## config.mk

```make
export PLATFORM = sky130hd
export DESIGN_NAME = clip_sequencer
export DESIGN_NICKNAME = d
export VERILOG_FILES = /design/src/rtl/audio_pkg.sv /design/src/rtl/sample_rate_div.sv /design/src/rtl/clip_sequencer.sv
export SDC_FILE = /design/constraint.sdc
export NUM_CORES = 1
export LEC_CHECK = 0
export BUFFER_PORTS_ARGS = -buffer_cell sky130_fd_sc_hd__buf_2
export CAP_MARGIN = 20
export CORE_MARGIN = 5
export CORE_UTILIZATION = 44
export DETAILED_ROUTE_END_ITERATION = 6
export HOLD_SLACK_MARGIN = 0.02
export PLACE_DENSITY = 0.76
export SYNTH_ARGS = -nofsm -noshare
export SYNTH_HDL_FRONTEND = slang
export SYNTH_SLANG_ARGS = --single-unit
```

## constraint.sdc

```tcl
create_clock -name CLOCK_50 -period 2.6 [get_ports CLOCK_50]
set_input_delay 0.52 -clock CLOCK_50 [delete_from_list [all_inputs] [get_ports CLOCK_50]]
set_output_delay 0.52 -clock CLOCK_50 [all_outputs]
set_load 0.02 [all_outputs]
```

## src/rtl/audio_pkg.sv

```systemverilog
// Shared audio-path definitions: default datapath widths, player state encoding
// and the project sample-ROM clip table.
package audio_pkg;

    localparam int DEF_ADDR_W   = 18;
    localparam int DEF_SAMPLE_W = 6;
    localparam int DEF_OUT_W    = 32;

    typedef enum logic {
        ST_IDLE = 1'b0,
        ST_PLAY = 1'b1
    } play_state_t;

    // Clip windows in the shared sample ROM (end addresses inclusive)
    localparam logic [DEF_ADDR_W-1:0] WIN_START    = 18'h00000;
    localparam logic [DEF_ADDR_W-1:0] WIN_END      = 18'h0BB7F;
    localparam logic [DEF_ADDR_W-1:0] MOO_START    = 18'h0BB80;
    localparam logic [DEF_ADDR_W-1:0] MOO_END      = 18'h1D4BF;
    localparam logic [DEF_ADDR_W-1:0] DETECT_START = 18'h1D4C0;
    localparam logic [DEF_ADDR_W-1:0] DETECT_END   = 18'h2327F;
    localparam logic [DEF_ADDR_W-1:0] CHEER_START  = 18'h23280;
    localparam logic [DEF_ADDR_W-1:0] CHEER_END    = 18'h3A97F;

endpackage

```

## src/rtl/sample_rate_div.sv

```systemverilog
// Sample-rate divider: counts 0..CLK_DIV-1 while enabled and flags the last count.
// Held at zero when disabled or cleared so every new period starts aligned.
module sample_rate_div #(
    parameter int CLK_DIV = 1200
) (
    input  logic clk,
    input  logic reset,
    input  logic clr,
    input  logic en,
    output logic tick
);

    localparam int CNT_W = (CLK_DIV > 1) ? $clog2(CLK_DIV) : 1;

    logic [CNT_W-1:0] cnt;

    assign tick = en && (cnt == CNT_W'(CLK_DIV - 1));

    always_ff @(posedge clk or posedge reset) begin
        if (reset) begin
            cnt <= '0;
        end else if (clr || !en || tick) begin
            cnt <= '0;
        end else begin
            cnt <= cnt + 1'b1;
        end
    end

endmodule

```

## src/rtl/clip_sequencer.sv

```systemverilog
// Multi-clip sample player: walks a ROM address window at the divided sample rate
// and hands each sample to the audio controller through a registered write strobe.
module clip_sequencer
    import audio_pkg::*;
#(
    parameter int ADDR_W     = DEF_ADDR_W,
    parameter int SAMPLE_W   = DEF_SAMPLE_W,
    parameter int OUT_W      = DEF_OUT_W,
    parameter int NUM_CLIPS  = 4,
    parameter int CLIP_W     = 2,
    parameter int CLK_DIV    = 1200,
    parameter int ROM_LAT    = 1,
    parameter int STEREO_DUP = 1
) (
    input  logic                          CLOCK_50,
    input  logic                          reset,
    input  logic [NUM_CLIPS*ADDR_W-1:0]   clip_start_flat,
    input  logic [NUM_CLIPS*ADDR_W-1:0]   clip_end_flat,
    input  logic                          trig,
    input  logic [CLIP_W-1:0]             clip_sel,
    input  logic                          loop_mode,
    input  logic                          stop,
    output logic [ADDR_W-1:0]             rom_addr,
    input  logic [SAMPLE_W-1:0]           rom_q,
    input  logic                          audio_out_allowed,
    output logic                          write_audio_out,
    output logic [OUT_W-1:0]              left_channel_audio_out,
    output logic [OUT_W-1:0]              right_channel_audio_out,
    output logic                          busy,
    output logic [CLIP_W-1:0]             cur_clip,
    output logic                          done,
    output logic                          drop
);

    // rom_addr is held for a whole sample period, so the ROM must settle inside one
    if (CLK_DIV <= ROM_LAT) begin : g_bad_div
        $error("clip_sequencer: CLK_DIV must exceed ROM_LAT");
    end

    function automatic logic [OUT_W-1:0] justify(input logic [SAMPLE_W-1:0] s);
        return {s, {(OUT_W-SAMPLE_W){1'b0}}};
    endfunction

    play_state_t         state_q, state_d;
    logic [ADDR_W-1:0]   start_r, end_r;
    logic                loop_r;
    logic [SAMPLE_W-1:0] sample_p0;
    logic                vld_p0;

    logic [ADDR_W-1:0]   sel_start, sel_end;
    logic                clip_ok, load, div_tick, tick_eff, at_end, last_tick, wr_fire;

    always_comb begin
        sel_start = '0;
        sel_end   = '0;
        clip_ok   = 1'b0;
        for (int k = 0; k < NUM_CLIPS; k++) begin
            if (clip_sel == CLIP_W'(k)) begin
                sel_start = clip_start_flat[k*ADDR_W +: ADDR_W];
                sel_end   = clip_end_flat[k*ADDR_W +: ADDR_W];
                clip_ok   = 1'b1;
            end
        end
    end

    sample_rate_div #(
        .CLK_DIV (CLK_DIV)
    ) u_div (
        .clk   (CLOCK_50),
        .reset (reset),
        .clr   (load || stop),
        .en    (state_q == ST_PLAY),
        .tick  (div_tick)
    );

    // Next state and per-cycle control; stop outranks trig, trig outranks a tick
    always_comb begin
        state_d   = state_q;
        load      = trig && clip_ok && (sel_start <= sel_end) && !stop;
        tick_eff  = div_tick && !stop && !load;
        at_end    = (rom_addr == end_r);
        last_tick = tick_eff && at_end && !loop_r;
        wr_fire   = vld_p0 && audio_out_allowed && !tick_eff && !stop;
        if (stop) begin
            state_d = ST_IDLE;
        end else if (load) begin
            state_d = ST_PLAY;
        end else if (last_tick) begin
            state_d = ST_IDLE;
        end
    end

    always_ff @(posedge CLOCK_50 or posedge reset) begin
        if (reset) begin
            state_q         <= ST_IDLE;
            start_r         <= '0;
            end_r           <= '0;
            loop_r          <= 1'b0;
            rom_addr        <= '0;
            cur_clip        <= '0;
            sample_p0       <= '0;
            vld_p0          <= 1'b0;
            write_audio_out <= 1'b0;
            done            <= 1'b0;
            drop            <= 1'b0;
        end else begin
            state_q         <= state_d;
            write_audio_out <= wr_fire;
            done            <= last_tick;
            drop            <= tick_eff && vld_p0;
            if (load) begin
                start_r  <= sel_start;
                end_r    <= sel_end;
                loop_r   <= loop_mode;
                cur_clip <= clip_sel;
                rom_addr <= sel_start;
            end else if (tick_eff && !at_end) begin
                rom_addr <= rom_addr + 1'b1;
            end else if (tick_eff && loop_r) begin
                rom_addr <= start_r;
            end
            // Sample stage: latch at the tick, retire on write, go silent after the last write
            if (stop) begin
                sample_p0 <= '0;
                vld_p0    <= 1'b0;
            end else if (tick_eff) begin
                sample_p0 <= rom_q;
                vld_p0    <= 1'b1;
            end else if (wr_fire) begin
                vld_p0    <= 1'b0;
            end else if (write_audio_out && state_q == ST_IDLE) begin
                sample_p0 <= '0;
            end
        end
    end

    assign busy                    = (state_q == ST_PLAY);
    assign left_channel_audio_out  = justify(sample_p0);
    assign right_channel_audio_out = (STEREO_DUP != 0) ? justify(sample_p0) : '0;

endmodule
```

==> impl_metrics.csv, run 1 <==
group,metric,value,unit
status,status,"finished, violations left",
status,failed_checks,"negative setup slack",
global_routing,grt_resource_usage_total,24.9,%
placement,port_buffers,193,
timing,report.final.hold_viol_count,0,
floorplanning,floorplan.initialDensity,45.3,%
yosys,syn-mean-instance-area,9.76,um^2
finish,multi_input_area,0.00379,mm^2
setup_path,cp_num_buf_inv,3,
drt,drc_violation_count_after_routing,0,
global_routing,grt_pass1_vias,6165,
clock_network,cts.sinks,79,
clock_network,number_of_buffers_created_by_cts,9,
finish,flow.area_growth_from_synthesis,50.8,%
power_and_ir_drop,p_leak,4.12,nW
finish,final-seq-area,0.00198,mm^2
timing,fmax,310,MHz
clock_network,cts.htree.levels,3,
timing,fin_skew,8.54,ps
timing,finalCriticalPeriod,3220,ps
placement,place.gp.congestion,0.948,
yosys,postSynth.topFlopCell,"sky130_fd_sc_hd__dfrtp_1",
placement,dpl-instance-area,0.00750,mm^2
floorplanning,design.die.area,0.0155,mm^2
global_routing,wire_length_of_the_first_global_routing_pass,31100,um
setup_path,worstPathArrival,3450,ps
setup_path,worst_path_max_delay_cell,"sky130_fd_sc_hd__mux4_2",
global_routing,antenna_found_initial,0,
power_and_ir_drop,p_total,5.67,mW
setup_path,critPathKind,"in -> reg",
drt,postRouteWirelength,21300,um
setup_path,cp-end-kind,"flop",
finish,final_area,0.00869,mm^2
floorplanning,die_width,124,um
yosys,synth-edff-count,0,
drt,first_pass_iters,6,
clock_network,cts.root.buffer_cell,"sky130_fd_sc_hd__clkbuf_16",
finish,post_route_cells_drive_above_1_share,54.7,%
yosys,syn-cell-area,0.00577,mm^2
setup_path,path_common_cell,"sky130_fd_sc_hd__buf_16",
setup_path,worst-endpoint-required,2820,ps
yosys,asyncSetResetFlopFracSynth,100,%
finish,num-fill-cells,914,
setup_path,cp_cell_sequence,"buf_16, buf_16, mux4_2, ha_4, nand4_1, or2_4, nor3_4, o22ai_4, buf_6, a21oi_4, nor2_1, o32a_1",
drt,vias_per_cell,5.58,
finish,diodes,0,
clock_network,cts-root-to-sink-buffers,2,
drt,detailroute.via_count,5917,
clock_network,insertion_delay,340,ps
floorplanning,area_of_the_core_region,0.0127,mm^2
setup_path,crit_path_launch_type,"input pin",
timing,drv_slew,0,
drt,first_iter_violations,487,
setup_path,max_stage_delay,550,ps
global_routing,grt_max_degree,80,
setup_path,crit_family,"simple AND/OR/NAND/NOR gates",
drt,drt.antenna.violating_nets,0,
finish,most_frequent_cells_in_the_layout,"sky130_fd_sc_hd__buf_2, sky130_fd_sc_hd__buf_4, sky130_fd_sc_hd__dfrtp_1",
min_path,min-delay-path-class,"in -> async",
finish,final_net_count,1061,
yosys,synth.lib_cells_used.distinct,60,
yosys,post_synth_inst_count,591,
job,timing.max_cap.violations,0,
clock_network,cts.clk_slew.worst_paths,60,ps
timing,period_share,124,%
yosys,synthesis.yosys.warnings,0,
timing,setup-violations-final,79,
floorplanning,fp-row-count,41,
finish,mostFrequentLayoutCell,"sky130_fd_sc_hd__buf_2",
clock_network,clock_tree_from_tritoncts,"done",
finish,final_core_utilization,68.3,%
power_and_ir_drop,p_per_area,652,mW/mm^2
placement,dp_hpwl,14300,um
power_and_ir_drop,worst_ir_drop_vdd,0.368,mV
yosys,count_of_state_elements_after_synthesis,79,
timing,grt_setup_unrepaired,"yes",
floorplanning,floorplan.die.height,124,um
floorplanning,io-pin-count,246,
global_routing,overflow,0,
setup_path,worstPathMaxFanout,6,
drt,wl_per_cell,20.1,um
yosys,yosysSeqAreaShare,34.3,%
timing,setup_ws,-625,ps
sequential cells by signal (all words and copies together) (netlist names), 2 cells and up:
| register | cells |
|---|---|
| cur_clip | 2 |
| u_div.cnt | 11 |
| rom_addr | 18 |
| sample_p0 | 6 |
| start_r | 18 |
| end_r | 18 |
layer usage:
| metal | part of all wire (%) | track usage [%] | routed length [um] |
|---|---|---|---|
| met5 | 0 | 0 | 0 |
| met4 | 5.4 | 11.7 | 1160 |
| met3 | 8.4 | 6.56 | 1800 |
| met2 | 52 | 46.0 | 11100 |
| met1 | 34 | 26.0 | 7260 |
per-stage QoR:
step	instances	setup slack, ps	TNS (ps)	hold slack, ps
after global placement	1004	-926	-58840	449
after floorplan	642	-683	-39340	431
after CTS	1050	-497	-28340	296
after global routing	1060	-705	-43420	324
after detailed placement	1004	-956	-63480	453
final	1060	-625	-37390	273
cells by family after synthesis:
group	count (synthesis)	synth area share, %
simple gates	185	15.0
mux	48	16.2
flops	79	34.3
xor+xnor	27	4.10
compound gates	108	13.3
buf+inv	123	12.7
other cells	1	0.0650
fa+ha+maj	20	4.34
tightest hold or removal path: stages:
cell	delay, ps
sky130_fd_sc_hd__buf_2	100
sky130_fd_sc_hd__inv_2	60
sky130_fd_sc_hd__buf_12	350
report_power, final:
| part | switching (mW) | internal (mW) | leakage (nW) | total [mW] |
|---|---|---|---|---|
| combinational | 1.33 | 1.16 | 2.98 | 2.49 |
| sequential | 0.331 | 1.55 | 0.994 | 1.88 |
| clock | 0.546 | 0.754 | 0.143 | 1.30 |
| total | 2.21 | 3.47 | 4.12 | 5.67 |
Yosys cell counts, types with 4 or more instances:
cell	n	area share, %
sky130_fd_sc_hd__a21oi_1	21	1.8
sky130_fd_sc_hd__a21oi_2	5	0.76
sky130_fd_sc_hd__a31oi_1	4	0.43
sky130_fd_sc_hd__and3_1	4	0.43
sky130_fd_sc_hd__and4_1	5	0.76
sky130_fd_sc_hd__buf_2	11	0.95
sky130_fd_sc_hd__buf_4	62	8.1
sky130_fd_sc_hd__clkbuf_1	10	0.65
sky130_fd_sc_hd__dfrtp_1	79	34
sky130_fd_sc_hd__ha_1	20	4.3
sky130_fd_sc_hd__inv_1	37	2.4
sky130_fd_sc_hd__mux2_2	4	0.78
sky130_fd_sc_hd__mux2i_1	8	1.4
sky130_fd_sc_hd__mux4_2	36	14
sky130_fd_sc_hd__nand2_1	96	6.3
sky130_fd_sc_hd__nand2b_1	4	0.43
sky130_fd_sc_hd__nand3_1	16	1.4
sky130_fd_sc_hd__nand4_1	4	0.43
sky130_fd_sc_hd__nor2_1	28	1.8
sky130_fd_sc_hd__nor2b_1	4	0.43
sky130_fd_sc_hd__nor3b_1	4	0.52
sky130_fd_sc_hd__nor4_1	4	0.43
sky130_fd_sc_hd__o21ai_0	34	3.0
sky130_fd_sc_hd__o21ai_1	6	0.52
sky130_fd_sc_hd__o22a_1	6	0.91
sky130_fd_sc_hd__o32a_1	5	0.87
sky130_fd_sc_hd__xnor2_1	6	0.91
sky130_fd_sc_hd__xor2_1	21	3.2
repair_timing:
| action | in CTS | in global routing |
|---|---|---|
| resized for setup | 83 | 37 |
| setup buffers | 21 | 12 |
| pin swaps | 30 | 32 |
| endpoints found under the setup margin | 79 | 79 |
| hold buffers | 0 | 0 |
| cloned | 9 | 1 |
worst paths after layout:
kind,startpoint,endpoint,slack (ps),cells after the start
worst max-delay path,clip_sel[0],rom_addr[2],-620,12
worst min-delay path,reset,drop,270,3
worst max register to register,rom_addr[7],rom_addr[5],30,8
worst min register to register,start_r[12],start_r[12],470,2
max in group asynchronous,reset,end_r[17],2000,3
min in group CLOCK_50,loop_mode,loop_r,370,3
area by class of cell:
| type | count | area share [%] |
|---|---|---|
| inverters | 37 | 1.60 |
| repair buffers | 315 | 26.1 |
| clock inverters | 7 | 0.921 |
| multi-input cells | 441 | 43.6 |
| clock buffers | 9 | 2.59 |
| well taps | 172 | 2.48 |
| flip-flops and latches | 79 | 22.7 |
No activity file was read; power rests on OpenSTA's default activity.
==> run 2: changes to the inputs <==
Settings changed: CELL_PAD_IN_SITES_DETAIL_PLACEMENT from default to 0, CELL_PAD_IN_SITES_GLOBAL_PLACEMENT from default to 1, CORE_UTILIZATION 44 to 30, PLACE_DENSITY 0.76 to 0.71.
==> run 2 against run 1 <==
Against the previous run:
- the flow still finishes with violations (negative setup slack)
- hold slack got worse by 9.5 ps
- clock power rose by 8%
- register-to-register slack got worse by 20 ps
- global-route usage decreased by 8.0 points
- design area about the same
- flip-flop and latch count unchanged
- non-clock buffer count down 13
- fmax rose by 4.0%
==> impl_metrics.csv, run 2 (synthesized netlist as in run 1, its figures left out) <==
group,metric,value,unit
setup_path,cp-end-kind,"flop",
clock_network,clock_tree_from_tritoncts,"done",
timing,relSlewSlack,66.7,%
global_routing,grt_most_used_layer,"met2",
status,status,"finished, violations left",
drt,drc_violation_count_after_routing,0,
setup_path,logic_depth_of_the_worst_register_to_register_path,8,
drt,vias_per_cell,4.64,
timing,grt_setup_unrepaired,"yes",
finish,final_net_count,1048,
floorplanning,io-pin-count,246,
global_routing,grt_max_degree,80,
setup_path,crit_path_launch_type,"input pin",
setup_path,rr_startpoint,"end_r[2]",
floorplanning,floorplan.initialDensity,30.6,%
drt,detailroute.via_count,5265,
floorplanning,die_width,149,um
power_and_ir_drop,p_total,5.70,mW
timing,report.final.hold_viol_count,0,
finish,post_route_cells_drive_above_1_share,55.1,%
clock_network,number_of_buffers_created_by_cts,9,
placement,place.gp.congestion,0.805,
power_and_ir_drop,p_per_area,655,mW/mm^2
timing,period_share,119,%
global_routing,overflow,0,
timing,finalCriticalPeriod,3100,ps
finish,mostFrequentLayoutCell,"sky130_fd_sc_hd__buf_2",
global_routing,met2_usage,28.4,%
min_path,min-delay-path-class,"in -> async",
power_and_ir_drop,p_leak,4.06,nW
timing,setup_ws,-499,ps
clock_network,cts.sinks,79,
global_routing,grt_resource_usage_total,16.9,%
floorplanning,area_of_the_core_region,0.0188,mm^2
finish,diodes,0,
drt,first_pass_iters,4,
floorplanning,design.die.area,0.0221,mm^2
setup_path,r2r_setup_slack,10,ps
finish,most_frequent_cells_in_the_layout,"sky130_fd_sc_hd__buf_2, sky130_fd_sc_hd__dfrtp_1, sky130_fd_sc_hd__buf_4",
placement,port_buffers,193,
clock_network,cts.clk_slew.worst_paths,70,ps
setup_path,timing.critical_path.to,"rom_addr[5]",
clock_network,insertion_delay,350,ps
job,timing.max_cap.violations,0,
timing,setup-violations-final,79,
global_routing,wire_length_of_the_first_global_routing_pass,29300,um
drt,first_iter_violations,212,
global_routing,met3_usage,3.35,%
clock_network,cts.htree.levels,3,
clock_network,hold_bufs_inserted_after_cts,0,
setup_path,worstPathArrival,3330,ps
setup_path,startpoint,"clip_sel[0]",
drt,postRouteWirelength,19400,um
clock_network,cts.root.buffer_cell,"sky130_fd_sc_hd__clkbuf_16",
timing,fin_setup_tns,-29810,ps
power_and_ir_drop,worst_ir_drop_vdd,0.246,mV
status,failed_checks,"negative setup slack",
setup_path,worstPathMaxFanout,8,
drt,drt.antenna.violating_nets,0,
global_routing,grt_pass1_vias,5348,
timing,drv_slew,0,
floorplanning,fp-row-count,50,
floorplanning,floorplan.die.height,149,um
setup_path,worst-endpoint-required,2830,ps
timing,fin_skew,7.81,ps
global_routing,grt.met1_usage,21.4,%
timing,worst_pin_slew,497,ps
placement,dp_hpwl,15200,um
finish,flow.area_growth_from_synthesis,50.9,%
global_routing,antenna_found_initial,0,
timing,fmax,323,MHz
setup_path,critPathKind,"in -> reg",
drt,wl_per_cell,17.1,um
finish,top_regs,"end_r: 18 flops, rom_addr: 18 flops, start_r: 18 flops",
setup_path,critical_path.reg2reg.endpoint,"rom_addr[5]",
clock_network,cts-root-to-sink-buffers,2,
run 2: metal layers:
layer,routed length [um],up-vias,part of all wire [%]
met5,0,-,0
met4,387,0,2.0
met3,1270,24,6.6
met2,9870,197,51
met1,7850,2493,41
li1,-,2551,-
run 2: power breakdown:
part / total, mW / switching, mW / leakage (nW) / internal (mW)
combinational: 2.44 / 1.27 / 2.91 / 1.17
sequential: 1.85 / 0.303 / 0.994 / 1.55
clock: 1.41 / 0.536 / 0.159 / 0.872
run 2: area by class of cell:
| type | instances | area [um^2] |
|---|---|---|
| tap | 260 | 325 |
| sequential | 79 | 1980 |
| inverter | 37 | 140 |
| clock buffer | 10 | 239 |
| multi-input combinational | 441 | 3820 |
| fill | 1813 | 10100 |
| clock inverter | 6 | 90.1 |
| timing repair buffer | 302 | 2110 |
run 2: metrics by stage:
step | hold slack, ps | cells | instance area, um^2 | utilization, % | setup slack (ps)
2_1_floorplan | 431 | 642 | 6330 | - | -683
3_3_place_gp | 466 | 1095 | 7620 | 40.5 | -933
3_5_place_dp | 471 | 1095 | 7620 | 40.5 | -988
4_1_cts | 276 | 1122 | 8270 | 43.9 | -445
5_1_grt | 309 | 1135 | 8700 | 46.2 | -644
6_report | 263 | 1135 | 8700 | 46.2 | -499
run 2: timing repair:
action | in CTS | in global routing
gates cloned | 4 | 4
pin swaps | 12 | 44
buffers inserted | 8 | 9
setup endpoints to repair | 79 | 79
gates resized for setup | 50 | 91
run 2: worst min-delay path by stage:
stage / cells past startpoint / slack [ps] / endpoint
CTS: 3 / 280 / drop
global placement: 2 / 470 / cur_clip[0]
finish: 3 / 260 / u_div.cnt[10]
detailed placement: 2 / 470 / cur_clip[1]
floorplan: 2 / 430 / start_r[12]
global route: 3 / 310 / u_div.cnt[2]
run 2: worst max-delay path, cell delays in order:
cell                      delay (ps)
sky130_fd_sc_hd__buf_16          130
sky130_fd_sc_hd__buf_4           150
sky130_fd_sc_hd__mux4_2          560
sky130_fd_sc_hd__ha_4            290
sky130_fd_sc_hd__nand4_1         130
sky130_fd_sc_hd__or2_4           300
sky130_fd_sc_hd__nor3_4          290
sky130_fd_sc_hd__o22ai_4         150
sky130_fd_sc_hd__a21oi_4         320
sky130_fd_sc_hd__nand2_1         110
sky130_fd_sc_hd__o32a_1          370
==> run 3: changes to the inputs <==
Settings changed: CAP_MARGIN 20 to default.
Clock period 2.6 ns to 2.5 ns, I/O delays scaled along.
==> run 3 against run 2 <==
Against the previous run:
- the flow still finishes with violations (negative setup slack)
- first-iteration DRC count fell by 13%
- flip-flop and latch count unchanged
- critical endpoint is now rom_addr[2]
- non-clock buffer count is 21 higher
- die area stayed put
- sequential share of layout area decreased by 0.60 points
- global-route usage down 0.065 points
- final cell count increased by 1.7%
- largest power group unchanged
- setup slack got worse by 98 ps
- design area grew 2.7%
- combinational power is 8.6% higher
- clock skew up 1.4 ps
- critical path depth is 3 higher
==> impl_metrics.csv, run 3 (synthesized netlist as in run 1, its figures left out) <==
group,metric,value,unit
status,status,"finished, violations left",
status,failed_checks,"negative setup slack",
floorplanning,design.die.area,0.0221,mm^2
finish,mostFrequentLayoutCell,"sky130_fd_sc_hd__buf_2",
clock_network,cts.root.buffer_cell,"sky130_fd_sc_hd__clkbuf_16",
clock_network,cts.sinks,79,
finish,final_net_count,1068,
placement,dp_hpwl,15300,um
drt,wl_per_cell,16.8,um
timing,drv_slew,0,
placement,dpl.cell_count,1100,
clock_network,number_of_buffers_created_by_cts,9,
drt,m1WireLength,8000,um
drt,highest_layer,"met4",
drt,first_iter_violations,185,
setup_path,cp-end-kind,"flop",
timing,fmax,323,MHz
timing,grt_setup_unrepaired,"yes",
setup_path,r2r_setup_slack,60,ps
power_and_ir_drop,sequentialPowerShare,32.0,%
job,timing.max_cap.violations,0,
floorplanning,io-pin-count,246,
setup_path,crit_path_launch_type,"input pin",
floorplanning,die_width,149,um
clock_network,clock_tree_from_tritoncts,"done",
floorplanning,fp-row-count,50,
power_and_ir_drop,worst_ir_drop_vdd,0.347,mV
drt,route.met2.wl,9920,um
global_routing,grt_max_degree,80,
placement,port_buffers,193,
finish,final_area,0.00894,mm^2
drt,drt.antenna.violating_nets,0,
placement,dpl_worst_slack,-1110,ps
setup_path,logic_depth_of_the_worst_register_to_register_path,9,
timing,period_share,124,%
drt,first_pass_iters,4,
finish,finalNonFillerCells,1154,
floorplanning,floorplan.initialDensity,30.6,%
global_routing,wire_length_of_the_first_global_routing_pass,29300,um
finish,diodes,0,
global_routing,grt_resource_usage_total,16.8,%
drt,detailroute.wirelength.met3,1120,um
drt,detailroute.via_count,5315,
setup_path,critical_path.reg2reg.endpoint,"rom_addr[5]",
clock_network,insertion_delay,340,ps
global_routing,grt_pass1_vias,5508,
power_and_ir_drop,power.clock.fraction,23.8,%
timing,setup-violations-final,79,
timing,fin_skew,9.18,ps
timing,report.final.hold_viol_count,0,
setup_path,rr_startpoint,"end_r[2]",
drt,vias_per_cell,4.61,
drt,drc_violation_count_after_routing,0,
power_and_ir_drop,p_leak,4.16,nW
clock_network,cts.clk_slew.worst_paths,60,ps
drt,postRouteWirelength,19400,um
floorplanning,floorplan.die.height,149,um
power_and_ir_drop,internal_power,3.79,mW
finish,num-fill-cells,1804,
finish,multi_input_area,0.00390,mm^2
placement,dpl-instance-area,0.00770,mm^2
power_and_ir_drop,p_sw_share,36.8,%
timing,relSlewSlack,66.2,%
global_routing,overflow,0,
setup_path,worst-endpoint-required,2720,ps
power_and_ir_drop,p_total,5.99,mW
finish,final-seq-area,0.00198,mm^2
clock_network,cts.htree.levels,3,
setup_path,worstPathMaxFanout,7,
finish,most_frequent_cells_in_the_layout,"sky130_fd_sc_hd__buf_2, sky130_fd_sc_hd__buf_4, sky130_fd_sc_hd__dfrtp_1",
timing,setup_ws,-598,ps
global_routing,antenna_found_initial,0,
clock_network,cts-root-to-sink-buffers,2,
placement,place.gp.congestion,0.838,
setup_path,worstPathArrival,3320,ps
finish,flow.area_growth_from_synthesis,55.0,%
timing,finalCriticalPeriod,3100,ps
timing,worst_pin_slew,504,ps
setup_path,critPathKind,"in -> reg",
floorplanning,area_of_the_core_region,0.0188,mm^2
power_and_ir_drop,comb_power_share,44.2,%
power_and_ir_drop,net-switching-power,2.21,mW
finish,post_route_cells_drive_above_1_share,57.3,%
power_and_ir_drop,p_per_area,671,mW/mm^2
finish,top_regs,"end_r: 18 flops, rom_addr: 18 flops, start_r: 18 flops",
timing,worst_hold_slack,263,ps
min_path,min-delay-path-class,"in -> async",
==> run 3: cell count changes in the layout (fill, tap and decap cells not counted), sizes merged <==
cell and delta:
buf +22, clkinv -2, clkbuf -1, clkinvlp +3, a21o -1, inv -2
==> run 3: power by group through the flow <==
stage / Sequential (mW) / Combinational, mW / Clock, mW
after floorplan: 2.03 / 1.26 / 0
after global placement: 1.88 / 2.28 / 0
after detailed placement: 1.88 / 2.30 / 0
after CTS: 1.87 / 2.44 / 1.47
after global routing: 1.95 / 2.87 / 1.52
final: 1.92 / 2.65 / 1.43
==> run 3: worst max path at each step <==
stage                      startpoint  slack, ps      endpoint
final                     clip_sel[0]       -600   rom_addr[2]
after global routing      clip_sel[0]       -700  rom_addr[17]
after CTS                 clip_sel[0]       -560   rom_addr[2]
after detailed placement  clip_sel[0]      -1110   rom_addr[0]
after global placement    clip_sel[0]      -1010   rom_addr[2]
after floorplan           clip_sel[0]       -760   rom_addr[1]
==> run 3: cell type report <==
cell class                      instances  area share (%)
Sequential cell                        79            22.1
Timing Repair Buffer                  323            25.4
Inverter                               37            1.60
Multi-Input combinational cell        440            43.6
Tap cell                              260            3.64
Clock inverter                          5           0.924
Clock buffer                           10            2.67
==> run 3: timing repair <==
item / 4_1_cts / 5_1_grt
pin swaps: 23 / 37
endpoints found under the setup margin: 79 / 79
hold buffers: 0 / 0
setup buffers: 26 / 15
cloned: 1 / 4
resized for setup: 55 / 114
endpoints found under the hold margin: 0 / 0
==> run 3: routing by layer <==
metal,global-route usage (%),vias up
met1,20.5,2523
met4,5.22,0
met5,0,-
li1,-,2583
met2,29.7,187
met3,3.60,22
==> run 3: worst max-delay path, stage by stage <==
cell	delay, ps
sky130_fd_sc_hd__buf_8	90
sky130_fd_sc_hd__buf_12	130
sky130_fd_sc_hd__buf_12	130
sky130_fd_sc_hd__mux4_2	500
sky130_fd_sc_hd__inv_2	100
sky130_fd_sc_hd__ha_4	210
sky130_fd_sc_hd__and4_4	210
sky130_fd_sc_hd__a2111oi_4	340
sky130_fd_sc_hd__buf_4	200
sky130_fd_sc_hd__o22ai_4	120
sky130_fd_sc_hd__buf_6	180
sky130_fd_sc_hd__a21oi_4	210
sky130_fd_sc_hd__nor2_1	70
sky130_fd_sc_hd__o32a_1	320
==> run 3: metrics by stage <==
stage                     util [%]  TNS [ps]
after floorplan                  -    -45660
after global placement        40.9    -67570
after detailed placement      40.9    -73010
after CTS                     45.0    -36360
after global routing          47.5    -43700
final                         47.5    -37260
